[src/rtl/bist_controller.sv]
// BIST engine: LFSR pattern source, MISR response compactor and signature compare,
// with a pass-through of chip PIs to the CUT in system mode.
module bist_controller #(
    parameter int unsigned         PI_W       = 35,
    parameter int unsigned         PO_W       = 49,
    parameter int unsigned         N_PATTERNS = 2000,
    parameter logic [PI_W-1:0]     SEED       = 35'h1,
    parameter logic [PO_W-1:0]     GOLDEN_SIG = 49'h0
) (
    input  logic            clk,
    input  logic            rst,
    input  logic            bistmode,
    input  logic [PI_W-1:0] pi,
    input  logic [PO_W-1:0] cut_po,
    output logic [PI_W-1:0] cut_pi,
    output logic            bistdone,
    output logic            bistpass
);

    localparam int unsigned CNT_W = $clog2(N_PATTERNS);
    localparam logic [CNT_W-1:0] LAST = CNT_W'(N_PATTERNS - 1);

    typedef enum logic [1:0] {
        IDLE,
        RUN,
        DONE
    } state_t;

    state_t          state;
    logic [PI_W-1:0] lfsr;
    logic [PO_W-1:0] misr;
    logic [CNT_W-1:0] cnt;
    logic [PI_W-1:0] lfsr_next;
    logic [PO_W-1:0] m_next;

    // x^35+x^2+1 LFSR and x^49+x^9+1 MISR next-state functions
    always_comb begin
        lfsr_next    = {lfsr[PI_W-2:0], lfsr[PI_W-1] ^ lfsr[1]};
        m_next       = {misr[PO_W-2:0], misr[PO_W-1]} ^ cut_po;
        m_next[9]    = m_next[9] ^ misr[PO_W-1];
    end

    assign cut_pi = (state == IDLE) ? pi : lfsr;

    always_ff @(posedge clk) begin
        if (!rst) begin
            state    <= IDLE;
            lfsr     <= SEED;
            misr     <= '0;
            cnt      <= '0;
            bistdone <= 1'b0;
            bistpass <= 1'b0;
        end else begin
            case (state)
                IDLE: begin
                    if (bistmode)
                        state <= RUN;
                end
                RUN: begin
                    if (!bistmode) begin
                        state <= IDLE;
                        lfsr  <= SEED;
                        misr  <= '0;
                        cnt   <= '0;
                    end else begin
                        lfsr <= lfsr_next;
                        misr <= m_next;
                        cnt  <= cnt + CNT_W'(1);
                        if (cnt == LAST) begin
                            state    <= DONE;
                            bistdone <= 1'b1;
                            bistpass <= (m_next == GOLDEN_SIG);
                        end
                    end
                end
                DONE: begin
                    if (!bistmode) begin
                        state    <= IDLE;
                        lfsr     <= SEED;
                        misr     <= '0;
                        cnt      <= '0;
                        bistdone <= 1'b0;
                        bistpass <= 1'b0;
                    end
                end
                default: begin
                    state    <= IDLE;
                    lfsr     <= SEED;
                    misr     <= '0;
                    cnt      <= '0;
                    bistdone <= 1'b0;
                    bistpass <= 1'b0;
                end
            endcase
        end
    end

endmodule

[config.mk]
export PLATFORM = sky130hd
export DESIGN_NAME = bist_controller
export DESIGN_NICKNAME = d
export VERILOG_FILES = /design/src/rtl/bist_controller.sv
export SDC_FILE = /design/constraint.sdc
export NUM_CORES = 1
export LEC_CHECK = 0
export BUFFER_PORTS_ARGS = -buffer_cell sky130_fd_sc_hd__clkbuf_2
export CAP_MARGIN = 20
export CORE_MARGIN = 3
export CORE_UTILIZATION = 45
export CTS_CLUSTER_DIAMETER = 200
export DETAILED_ROUTE_END_ITERATION = 6
export GPL_ROUTABILITY_DRIVEN = 0
export PLACE_DENSITY = 0.72
export SLEW_MARGIN = 20
export SYNTH_ARGS = -nofsm -noshare
export SYNTH_HDL_FRONTEND = slang
export SYNTH_SLANG_ARGS = --single-unit
[constraint.sdc]
create_clock -name clk -period 3.71 [get_ports clk]
set_clock_uncertainty 0.15 [all_clocks]
set_input_delay 0.742 -clock clk [delete_from_list [all_inputs] [get_ports clk]]
set_output_delay 0.742 -clock clk [all_outputs]
set_load 0.05 [all_outputs]
==> results.json <==
{
  "min_period_ns": 2.97,
  "areaGrowthSynthToFinish_pct": 18.3,
  "async_flop_share_pct": 0,
  "fmax_mhz": 337,
  "insertion_delay_ns": 0.35,
  "synth-seq-cells": 99,
  "hold_buffers": 0,
  "cts_resized": 0,
  "overflow": 0,
  "path_buf_inv": 2,
  "first_pass_iters": 5,
  "fin_setup_tns_ns": 0,
  "hold_viol_final": 0,
  "maxCapViolCount": 0,
  "grt_pass1_wl_um": 16800,
  "rows": 36,
  "synthMostInstantiatedCell": "dfxtp_1",
  "critPathMaxFanout": 12,
  "status": "completed",
  "cts_buffer_depth": 2,
  "drive_above_1_share_pct": 29.7,
  "first_iter_violations": 176,
  "dieArea_um2": 11800,
  "yosys.area_share.simple_pct": 22.3,
  "yosysTopAreaCell": "dfxtp_1",
  "worst_ep_required_time_ns": 2.82,
  "synthFlopType": "dfxtp_1",
  "cts_buffers": 9,
  "remaining_drc_errors": 0,
  "fin_nets": 715,
  "synth.net_count": 608,
  "syn_area_um2": 4740,
  "synth_compound_area_share_pct": 12.8,
  "avgSynthCellArea_um2": 9.12,
  "power.leakage_nw": 2.22,
  "cts.sinks": 99,
  "clkTransAtPathRegs_ns": 0.09,
  "relSlewSlack_pct": 42.7,
  "grt_pass1_vias": 3676,
  "synthAdderAreaFrac_pct": 0.264,
  "ys_seq_area_share_pct": 41.8,
  "yosys.area_share.xor_xnor_pct": 10.5,
  "path_class": "flip-flop to output pin",
  "worstMarginPinSlew_ns": 0.859,
  "diodes": 0,
  "die_height_um": 109,
  "ios": 124,
  "grt_max_degree": 55,
  "synth_top_cells_by_area": "dfxtp_1 (42%), xnor2_1 (9.2%), mux2_2 (8.3%)",
  "fin_cells": 765,
  "post_cts_buffers": 0,
  "antenna_found_initial": 0,
  "setup_violations": 0,
  "ys_types": 37,
  "core_area_um2": 10000,
  "worst_setup_path_end_kind": "output pin",
  "wl_per_cell_um": 13.7,
  "finalCritPeriodShare_pct": 80.0,
  "rsz0062_at_grt": "no",
  "initial_core_util_pct": 47.4,
  "path_cells": "nor2_4 -> buf_4 -> mux2_2 -> clkbuf_2",
  "critical_path.top_delay_family": "buffers and inverters",
  "slowest_delay_ns": 0.44,
  "track_usage_pct": 17.7,
  "io_buffers": 123,
  "dp_cells": 749,
  "ir_worst_vdd_mv": 0.205,
  "drt-total-wl_um": 10400,
  "synthTopCellsByCount": "dfxtp_1 (99), nand2_1 (57), and2_1 (52)",
  "yosys_warnings": 0,
  "synthCells": 520,
  "cp_slowest_cell": "dfxtp_1",
  "synth_edf_count": 0,
  "via_per_inst": 5.11,
  "cp-start-kind": "flip-flop",
  "cellPowerDensity_nw_per_um2": 378,
  "synth_top_family_by_area": "simple AND/OR/NAND/NOR gates",
  "cts.htree.levels": 3,
  "cts_tree": "built",
  "ant_nets": 0,
  "dieWidth_um": 109,
  "muxShareOfSynthArea_pct": 8.52,
  "crit_arrival_ns": 2.08,
  "slew_viol_final": 0,
  "cts_root_buf": "clkbuf_8",
  "synth.top_cell.area_share_pct": 41.8,
  "post-dp-hpwl_um": 7430,
  "dr_total_vias": 3907,
  "hold_path_class": "flip-flop to flip-flop"
}
stage by stage:
stage	hold WS (ns)	util (%)	power [mW]	worst slack (ns)	instance area, µm²
6_report	0.351	56.1	2.12	0.741	5610
5_1_grt	0.366	56.1	2.22	0.639	5610
4_1_cts	0.350	56.1	2.14	0.709	5610
3_5_place_dp	0.340	54.2	1.47	1.11	5420
3_3_place_gp	0.339	54.2	1.46	1.19	5420
2_1_floorplan	0.329	-	1.37	1.43	4740
kinds of logic (layout without fill, tap and decap cells):
family	after synthesis	in the layout
buffers and inverters	36	148
flip-flops	99	99
XOR/XNOR	57	57
multiplexers	36	36
adder cells (fa/ha/maj)	1	1
AO/OA/AOI/OAI	99	99
AND/OR/NAND/NOR	192	192
worst paths after layout:
path	from	endpoint	cells after the start	slack, ns
hold / removal	bistpass$_SDFFE_PN0P_	bistpass$_SDFFE_PN0P_	2	0.35
hold reg to reg	bistpass$_SDFFE_PN0P_	bistpass$_SDFFE_PN0P_	2	0.35
setup reg to reg	state[0]$_SDFFE_PN0P_	bistpass$_SDFFE_PN0P_	5	1.48
setup / recovery	state[1]$_SDFFE_PN0P_	cut_pi[6]	4	0.74
metal layers:
| metal | GRT usage [%] | vias up | share of wire (%) |
|---|---|---|---|
| met5 | 0 | - | 0 |
| met4 | 6.31 | 0 | 1.2 |
| met3 | 3.55 | 11 | 4.6 |
| met2 | 29.5 | 83 | 47 |
| met1 | 22.7 | 1828 | 47 |
| li1 | - | 1985 | - |
flip-flops by register name, summed over array words and instances (netlist names):
name / cells
cnt: 11
bistpass: 1
state: 2
bistdone: 1
lfsr: 35
misr: 49
worst reg2reg max path, stage by stage, from the launching register on:
cell,delay (ns)
dfxtp_1,0.57
and3b_1,0.80
nand4_2,0.15
nor4_2,0.20
nand4_1,0.14
a21boi_1,0.16
cells in the final DEF, fill, tap and decap left out, types with 2 or more instances in the layout:
master,n
a21oi_1,3
a22oi_1,35
and2_1,52
and3_1,7
buf_4,8
clkbuf_2,123
clkbuf_8,9
clkinv_2,2
dfxtp_1,99
mux2_2,35
nand2_1,57
nand3_1,3
nand4_1,16
nor2_1,10
nor2b_1,37
nor4_1,2
nor4_2,2
o21ai_0,51
o21ai_1,3
xnor2_1,50
xor2_1,7
power breakdown:
| part | total (mW) | internal, mW | switching (mW) |
|---|---|---|---|
| combinational | 0.346 | 0.133 | 0.213 |
| sequential | 1.10 | 1.08 | 0.0152 |
| clock | 0.678 | 0.314 | 0.364 |
| total | 2.12 | 1.53 | 0.592 |
area by class of cell:
type / count / area, µm²
Clock inverter: 6 / 65.1
Fill cell: 906 / 4390
Tap cell: 133 / 166
Timing Repair Buffer: 131 / 676
Inverter: 1 / 3.75
Multi-Input combinational cell: 385 / 2590
Sequential cell: 99 / 1980
Clock buffer: 10 / 128
Note: power is estimated with default switching activity, not from simulation.
